<file path="src/rtl/speed_timer_pkg.sv">
// Shared speed codes and widths for the speed timer and its shift logic.
package speed_timer_pkg;

  localparam int unsigned SPEED_W = 4;
  localparam int unsigned CNT_W   = 8;

  localparam logic [SPEED_W-1:0] SPEED1 = 4'b0001;
  localparam logic [SPEED_W-1:0] SPEED2 = 4'b0010;
  localparam logic [SPEED_W-1:0] SPEED3 = 4'b0100;
  localparam logic [SPEED_W-1:0] SPEED4 = 4'b1000;

  // True only for one of the four legal speed codes.
  function automatic logic is_onehot(input logic [SPEED_W-1:0] v);
    return (v == SPEED1) || (v == SPEED2) || (v == SPEED3) || (v == SPEED4);
  endfunction

endpackage

</file>
<file path="src/rtl/speed_shift.sv">
// Next-speed computation from single-cycle shift pulses, saturating at both ends.
module speed_shift
  import speed_timer_pkg::*;
(
  input  logic [SPEED_W-1:0] cur,
  input  logic               shl,
  input  logic               shr,
  output logic [SPEED_W-1:0] nxt_c
);

  // shr steps toward SPEED1, shl toward SPEED4; both or neither hold.
  always_comb begin
    nxt_c = cur;
    if (shr && !shl) begin
      case (cur)
        SPEED2:  nxt_c = SPEED1;
        SPEED3:  nxt_c = SPEED2;
        SPEED4:  nxt_c = SPEED3;
        default: nxt_c = cur;
      endcase
    end else if (shl && !shr) begin
      case (cur)
        SPEED1:  nxt_c = SPEED2;
        SPEED2:  nxt_c = SPEED3;
        SPEED3:  nxt_c = SPEED4;
        default: nxt_c = cur;
      endcase
    end
  end

endmodule

</file>
<file path="src/rtl/speed_timer.sv">
// Four-speed tick generator: button edge detect, speed selection with one-hot
// recovery, and a run-gated prescaler that emits ticks and counts them.
module speed_timer
  import speed_timer_pkg::*;
#(
  parameter int unsigned DIV1 = 4,
  parameter int unsigned DIV2 = 8,
  parameter int unsigned DIV3 = 16,
  parameter int unsigned DIV4 = 32
) (
  input  logic               clk,
  input  logic               rst,
  input  logic               run,
  input  logic               shl_btn,
  input  logic               shr_btn,
  output logic [SPEED_W-1:0] speed,
  output logic               tick,
  output logic [CNT_W-1:0]   tick_count
);

  localparam logic [CNT_W-1:0] LAST1 = CNT_W'(DIV1 - 1);
  localparam logic [CNT_W-1:0] LAST2 = CNT_W'(DIV2 - 1);
  localparam logic [CNT_W-1:0] LAST3 = CNT_W'(DIV3 - 1);
  localparam logic [CNT_W-1:0] LAST4 = CNT_W'(DIV4 - 1);

  logic               shl_q;
  logic               shr_q;
  logic               shl_pulse_c;
  logic               shr_pulse_c;
  logic [SPEED_W-1:0] speed_q;
  logic [SPEED_W-1:0] shift_c;
  logic [SPEED_W-1:0] speed_nxt_c;
  logic               chg_c;
  logic [CNT_W-1:0]   last_c;
  logic [CNT_W-1:0]   cnt_q;
  logic               tick_q;
  logic [CNT_W-1:0]   tick_count_q;

  assign shl_pulse_c = shl_btn & ~shl_q;
  assign shr_pulse_c = shr_btn & ~shr_q;

  speed_shift u_shift (
    .cur   (speed_q),
    .shl   (shl_pulse_c),
    .shr   (shr_pulse_c),
    .nxt_c (shift_c)
  );

  // An illegal speed code snaps back to the fastest speed.
  always_comb begin
    speed_nxt_c = SPEED1;
    if (is_onehot(speed_q)) begin
      speed_nxt_c = shift_c;
    end
    chg_c = (speed_nxt_c != speed_q);
  end

  // Terminal prescaler value for the current speed.
  always_comb begin
    last_c = LAST1;
    case (speed_q)
      SPEED2:  last_c = LAST2;
      SPEED3:  last_c = LAST3;
      SPEED4:  last_c = LAST4;
      default: last_c = LAST1;
    endcase
  end

  // A real speed change restarts the period and wins over a terminal count.
  always_ff @(posedge clk or posedge rst) begin
    if (rst) begin
      shl_q        <= 1'b0;
      shr_q        <= 1'b0;
      speed_q      <= SPEED1;
      cnt_q        <= '0;
      tick_q       <= 1'b0;
      tick_count_q <= '0;
    end else begin
      shl_q   <= shl_btn;
      shr_q   <= shr_btn;
      speed_q <= speed_nxt_c;
      tick_q  <= 1'b0;
      if (chg_c) begin
        cnt_q <= '0;
      end else if (run) begin
        if (cnt_q == last_c) begin
          cnt_q        <= '0;
          tick_q       <= 1'b1;
          tick_count_q <= tick_count_q + CNT_W'(1);
        end else begin
          cnt_q <= cnt_q + CNT_W'(1);
        end
      end
    end
  end

  assign speed      = speed_q;
  assign tick       = tick_q;
  assign tick_count = tick_count_q;

endmodule

</file>
<file path="config.mk">
export PLATFORM = sky130hd
export DESIGN_NAME = speed_timer
export DESIGN_NICKNAME = d
export VERILOG_FILES = /design/src/rtl/speed_timer_pkg.sv /design/src/rtl/speed_shift.sv /design/src/rtl/speed_timer.sv
export SDC_FILE = /design/constraint.sdc
export NUM_CORES = 1
export LEC_CHECK = 0
export BUFFER_PORTS_ARGS = -buffer_cell sky130_fd_sc_hd__buf_2
export CORE_ASPECT_RATIO = 1.25
export CORE_MARGIN = 2
export CORE_UTILIZATION = 40
export DETAILED_ROUTE_END_ITERATION = 6
export GPL_ROUTABILITY_DRIVEN = 0
export PLACE_DENSITY = 0.63
export SLEW_MARGIN = 20
export SYNTH_ARGS = -nofsm -noshare
export SYNTH_HDL_FRONTEND = slang
export SYNTH_SLANG_ARGS = --single-unit
</file>
<file path="constraint.sdc">
create_clock -name clk -period 2.7 [get_ports clk]
set_clock_uncertainty 0.15 [all_clocks]
set_input_delay 0.135 -clock clk [delete_from_list [all_inputs] [get_ports clk]]
set_output_delay 0.135 -clock clk [all_outputs]
set_load 0.01 [all_outputs]
</file>
==> results of run 1 <==
[final cells by class]
cell class / count / share of cell area, %
clock buffers: 3 / 2.78
clock inverters: 1 / 0.338
inverters: 3 / 0.759
multi-input cells: 102 / 45.8
flip-flops and latches: 23 / 38.9
well taps: 37 / 3.12
repair buffers: 21 / 8.27
[cell usage after synthesis (all sizes together), types with 3 or more instances]
library cell  instances
xor2                 12
nor2                 15
o21ai                 3
nand2b                5
nand3                 5
dfrtp                22
buf                   4
nor3                 10
a31oi                 3
nand2                14
a21oi                 6
inv                   3
nand4                 3
[how the worst max path moves through the flow]
stage                         start                   endpoint  slack (ns)
2_1_floorplan    speed[0]$_DFF_PP1_  tick_count[5]$_DFFE_PP0P_        0.46
3_3_place_gp   cnt_q[0]$_DFFE_PP0P_  tick_count[5]$_DFFE_PP0P_        0.46
3_5_place_dp   cnt_q[0]$_DFFE_PP0P_  tick_count[5]$_DFFE_PP0P_        0.41
4_1_cts                     shr_btn  tick_count[5]$_DFFE_PP0P_        0.37
5_1_grt                     shr_btn  tick_count[5]$_DFFE_PP0P_        0.18
6_report                    shr_btn  tick_count[5]$_DFFE_PP0P_        0.34
[worst reg2reg max path: stages (launching register included)]
cell and delay, ns:
dfrtp_1 0.38, ha_1 0.22, nor4b_2 0.25, nand3_1 0.12, o22ai_2 0.19, nand4b_4 0.16
or4_4 0.55, xnor2_2 0.14
[power by group through the flow]
stage	Combinational (µW)	Clock, µW	Sequential [µW]
floorplan	85.5	0	405
global placement	120	0	404
detailed placement	124	0	406
CTS	128	224	400
global route	142	239	404
finish	126	216	400
[metal layers]
metal,routed length [µm],vias to the layer above
li1,-,502
met1,1120,484
met2,1160,22
met3,89,4
met4,51,0
met5,0,-
[state kept, by name (all words and copies together), names as in the netlist]
signal / cells
speed: 4
shl_q: 1
cnt_q: 8
tick_count: 8
shr_q: 1
tick: 1
[cell usage in the layout (no fill, tap or decap), types with 5 or more instances in the layout]
cell and count:
nor2_1 15, nand3_1 5, buf_2 17, a21oi_1 6, dfrtp_1 22, nand2_1 14, nor3_1 10, xor2_1 12
[per-stage QoR]
| stage | total power [µW] | util, % | instance area, µm² |
|---|---|---|---|
| finish | 741 | 46.8 | 1480 |
| CTS | 752 | 46.8 | 1480 |
| detailed placement | 531 | 44.4 | 1410 |
| global placement | 524 | 44.4 | 1410 |
| floorplan | 490 | - | 1310 |
| global route | 786 | 46.8 | 1480 |
[kinds of logic (layout without fill, tap and decap cells)]
group	after synthesis	in the layout	share of synthesized area, %
xor gates and xnor gates	13	13	9.28
muxes	4	4	3.25
AOI/OAI and AO/OA	17	17	8.61
and+or+nand+nor	66	66	28.9
buffers and inverters	8	28	3.92
DFF	23	23	44.1
adders and majority gates	2	2	1.91
[repair_timing]
action | 4_1_cts | 5_1_grt
setup buffers | 0 | 0
hold buffers | 3 | 0
endpoints found under the hold margin | 24 | 0
setup endpoints to repair | 0 | 0
==> impl_metrics.yaml, run 1 <==
run_status:
  status: "finished, final reports clean"
grt:
  antenna_found_initial: 0
  grt-ovfl-total: 0
  grt_pass1_vias: 965
  maximum_number_of_pins_on_one_net_before_global_route_repair: 24
  global_route.usage.met3_pct: 2.62
  grt_busiest_layer: "met2"
  grt_first_pass_wirelength_mm: 4.26
  met1_track_demand_over_resource_in_global_routing_pct: 20.5
  grt_use_total_pct: 15.9
  grtUsageMet2_pct: 25.1
logic_synthesis:
  synth.lib_cells_used.distinct: 39
  yosys_register_bits: 23
  synthCells: 133
  synthesized_netlist_net_count: 140
  synth-seq-area-share_pct: 44.1
  synth_edf_count: 0
  synth.top_cells.by_area: "dfrtp_1 42%, xor2_1 8.0%, nor2_1 4.3%, nand2_1 4.0%, nor3_1 3.8%"
  post_synth.cell_area_avg_um2: 9.83
  summed_instance_area_of_the_synthesized_netlist_mm2: 0.00131
  yosysWarnings: 0
  ys.flop_type: "dfrtp_1"
  synthDominantAreaCellType: "dfrtp_1"
  synth_largest_type_area_fraction_pct: 42.1
  postSynth.asyncResetShare_pct: 100
floorplanning:
  effective_utilization_at_floorplan_pct: 41.3
  core_area_mm2: 0.00317
  width_of_the_die_um: 55.1
  design.portCount: 18
  placement_rows: 23
  die_height_um: 67.9
  floorplan.die_area_mm2: 0.00374
sta:
  final_critical_path_setup_slack_ns: 0.344
  hold_ws_ns: 0.0717
  rsz0062_at_grt: "no"
  max_freq_ghz: 0.424
  fin_crit_ns: 2.36
  max-slew-margin-rel_pct: 42.1
  finalHoldViolations: 0
  finalSetupViolCount: 0
  timing.final.crit_share_pct: 87.3
  measured_slew_at_the_worst_slew_check_pin_ns: 0.867
  final.setup.tns_ns: 0
  final_max_slew_viol_count: 0
setup_path:
  reg2reg_depth: 7
  worst_setup_path_start_kind: "primary input"
  worst-path-stages: 8
  critPathRequiredTime_ns: 2.71
  crit_slowest_cell: "or4_4"
  critPathBufInv: 2
  timing.critical_path.to_type: "flop"
  regToRegSetupSlack_ns: 0.42
  worst-path-max-fanout: 7
  critical_path_class: "primary input to flop"
  cell_family_with_most_cp_delay: "simple AND/OR/NAND/NOR gates"
  endpoint_of_the_lowest_slack_register_to_register_path: "tick_count[5]$_DFFE_PP0P_"
  arrival_ns: 2.36
  critical_path.cell_chain: "dlygate4sd3_1, buf_2, nor2b_1, nor2_1, o21ai_1, a31oi_1, or4_4, xnor2_2"
  crit_path_max_incr_delay_ns: 0.60
  worst_r2r_startpoint: "cnt_q[0]$_DFFE_PP0P_"
finish:
  final_cells: 190
  ff_latch_area_um2: 577
  layout.nets: 161
  filler_cell_count: 313
  multi_input_area_um2: 679
  synthToLayoutAreaGrowth_pct: 13.4
  antenna-diode-count: 0
  final_layout_size_suffix_gt1_share_pct: 22.2
place:
  hpwl_mm: 1.80
  placed_cells_incl_taps: 183
  buffer_ports.inserted: 17
  pre_cts_slack_ns: 0.409
min_path:
  min-delay-start: "run"
  min_delay_path_depth: 3
  worstHoldPathType: "primary input to flop"
  whs_endpoint: "cnt_q[0]$_DFFE_PP0P_"
route:
  detail_route.wirelength_mm: 2.42
  drt-initial-drc-count: 11
  wirelength_per_cell_um: 12.7
  dr_total_vias: 1012
  drt-pass1-iter-count: 4
  viasPerCell: 5.33
  antenna_violating_nets_post_route: 0
  drcViolationCount: 0
clock_network:
  tritoncts: "done"
  cts_repair_resize_count: 0
  clock_sink_count: 23
  h_tree_level_count: 1
  clk_pin_slew_worst_paths_ns: 0.08
  cts_max_path_buffers: 2
  inserted_clock_buffers: 3
  cts-root-buf: "clkbuf_8"
  worstSkewPairLatency_ns: 0.27
pwr:
  cellInternalPower_uw: 527
  switching_share_pct: 28.9
  max-vdd-ir-drop_mv: 0.340
  static-leakage-power_uw: 0.000732
  clock_power_share_pct: 29.1
  power.density_cell_area_mw_per_mm2: 500
  seq_power_share_pct: 53.9
  power.net_switching_uw: 214
  power.combinational.fraction_pct: 17.0
job:
  maxCapViolCount: 0
Note: power is estimated with default switching activity, not from simulation.
==> run 2, diff against run 1 <==
--- a/config.mk
+++ b/config.mk
@@ -8,10 +8,10 @@
 export BUFFER_PORTS_ARGS = -buffer_cell sky130_fd_sc_hd__buf_2
 export CORE_ASPECT_RATIO = 1.25
 export CORE_MARGIN = 2
-export CORE_UTILIZATION = 40
+export CORE_UTILIZATION = 35
 export DETAILED_ROUTE_END_ITERATION = 6
 export GPL_ROUTABILITY_DRIVEN = 0
-export PLACE_DENSITY = 0.63
+export PLACE_DENSITY = 0.57
 export SLEW_MARGIN = 20
 export SYNTH_ARGS = -nofsm -noshare
 export SYNTH_HDL_FRONTEND = slang
==> run 2 against run 1 <==
The run now ends with design-rule violations left. Combinational power about the same. Maximum frequency decreased by 1.1%. Via count increased by 0.49%. First-iteration DRC count increased by 64%. Hold slack improved by 0.0027 ns. Flip-flop and latch count unchanged. Clock-buffer cell count increased by 1. Wire length increased by 3.2%. Largest cell class unchanged. Largest power group unchanged.
==> impl_metrics.yaml, run 2 (synthesized netlist as in run 1, its figures left out) <==
run_status:
  status: "finished with violations"
  violations: "design-rule violations"
grt:
  grt_first_pass_wirelength_mm: 4.40
  grt-ovfl-total: 0
  grt_pass1_vias: 1018
  maximum_number_of_pins_on_one_net_before_global_route_repair: 24
  antenna_found_initial: 0
  grt_use_total_pct: 13.2
finish:
  antenna-diode-count: 0
  synthToLayoutAreaGrowth_pct: 13.5
  layout.core_utilization_pct: 41.9
  final_layout_size_suffix_gt1_share_pct: 21.6
  mostFrequentLayoutCell: "dfrtp_1"
  final_cells: 192
  mostFrequentLayoutCells: "22 x dfrtp_1, 17 x buf_2, 15 x nor2_1, 14 x nand2_1, 12 x xor2_1"
  layout.nets: 161
pwr:
  finalPower_uw: 738
  max-vdd-ir-drop_mv: 0.270
  static-leakage-power_uw: 0.000729
  power.density_cell_area_mw_per_mm2: 497
  switching_share_pct: 28.4
  power.combinational.fraction_pct: 16.6
  power.net_switching_uw: 209
  cellInternalPower_uw: 528
  seq_power_share_pct: 54.2
  clock_power_share_pct: 29.2
place:
  hpwl_mm: 1.82
  placed_cells_incl_taps: 185
  buffer_ports.inserted: 17
clock_network:
  worstSkewPairLatency_ns: 0.26
  clock_sink_count: 23
  post_cts_buffers: 0
  tritoncts: "done"
  h_tree_level_count: 1
  cts-root-buf: "clkbuf_8"
  clk_pin_slew_worst_paths_ns: 0.09
  inserted_clock_buffers: 3
  cts_repair_resize_count: 0
  cts_max_path_buffers: 2
setup_path:
  timing.critical_path.to_type: "flop"
  worst-path-max-fanout: 8
  worst_setup_path_start_kind: "primary input"
  regToRegSetupSlack_ns: 0.41
  endpoint_of_the_lowest_slack_register_to_register_path: "tick_count[5]$_DFFE_PP0P_"
  critPathRequiredTime_ns: 2.71
  crit_path_start: "shr_btn"
  worst_r2r_startpoint: "speed[2]$_DFF_PP0_"
  critical_path_class: "primary input to flop"
  arrival_ns: 2.39
  reg2reg_depth: 6
min_path:
  min-delay-start: "run"
  whs_endpoint: "cnt_q[0]$_DFFE_PP0P_"
  worstHoldPathType: "primary input to flop"
  min_delay_path_depth: 3
sta:
  final.setup.tns_ns: 0
  finalSetupViolCount: 0
  fin_crit_ns: 2.38
  rsz0062_at_grt: "no"
  final_max_slew_viol_count: 0
  finalHoldViolations: 0
  timing.final.crit_share_pct: 88.3
  measured_slew_at_the_worst_slew_check_pin_ns: 0.884
  max_freq_ghz: 0.420
  max-slew-margin-rel_pct: 41.0
floorplanning:
  placement_rows: 24
  die_height_um: 72.3
  effective_utilization_at_floorplan_pct: 36.9
  core_area_mm2: 0.00354
  design.portCount: 18
  floorplan.die_area_mm2: 0.00424
  width_of_the_die_um: 58.7
route:
  detail_route.wirelength_mm: 2.50
  dr_total_vias: 1017
  viasPerCell: 5.30
  drt-initial-drc-count: 18
  drt-pass1-iter-count: 6
  antenna_violating_nets_post_route: 0
  drcViolationCount: 2
  wirelength_per_cell_um: 13.0
job:
  maxCapViolCount: 0
==> run 2: power groups by stage <==
stage | sequential [µW] | combinational, µW | clock (µW)
5_1_grt | 405 | 142 | 234
4_1_cts | 401 | 125 | 220
3_5_place_dp | 407 | 121 | 0
3_3_place_gp | 404 | 119 | 0
6_report | 400 | 123 | 215
2_1_floorplan | 405 | 85.5 | 0
==> run 2: repair_timing <==
item / in CTS / in global routing
endpoints found under the hold margin: 24 / 0
setup endpoints to repair: 0 / 0
hold buffers: 3 / 0
==> run 2: metrics by stage <==
stage	hold slack, ns	worst slack (ns)	area (µm²)
after global placement	0.106	0.445	1410
after floorplan	-0.0138	0.463	1310
after detailed placement	0.108	0.416	1410
after global routing	0.0943	0.0935	1480
final	0.0744	0.317	1480
after CTS	0.0679	0.292	1480
==> run 2: layout make-up <==
class | count | area (µm²)
flip-flops and latches | 23 | 577
well taps | 39 | 48.8
inverters | 3 | 11.3
repair buffers | 21 | 123
clock buffers | 4 | 45.0
fillers | 354 | 2060
multi-input cells | 102 | 679
==> run 2: critical path, stage by stage <==
cell	delay, ns
dlygate4sd3_1	0.52
buf_2	0.10
nor2b_1	0.34
nor2_1	0.15
o21ai_1	0.14
a31oi_1	0.25
or4_4	0.62
xnor2_2	0.14
==> run 2: worst max-delay path by stage <==
stage	end	cells after the start
CTS	tick_count[5]$_DFFE_PP0P_	8
floorplan	tick_count[5]$_DFFE_PP0P_	7
global route	tick_count[1]$_DFFE_PP0P_	7
global placement	tick_count[5]$_DFFE_PP0P_	6
detailed placement	tick_count[5]$_DFFE_PP0P_	6
finish	tick_count[5]$_DFFE_PP0P_	8
==> run 2: layer usage <==
| metal | track usage [%] | part of all wire (%) |
|---|---|---|
| met1 | 16.5 | 45 |
| met2 | 22.0 | 50 |
| met3 | 2.32 | 3.6 |
| met4 | 6.06 | 1.7 |
| met5 | 0 | 0 |
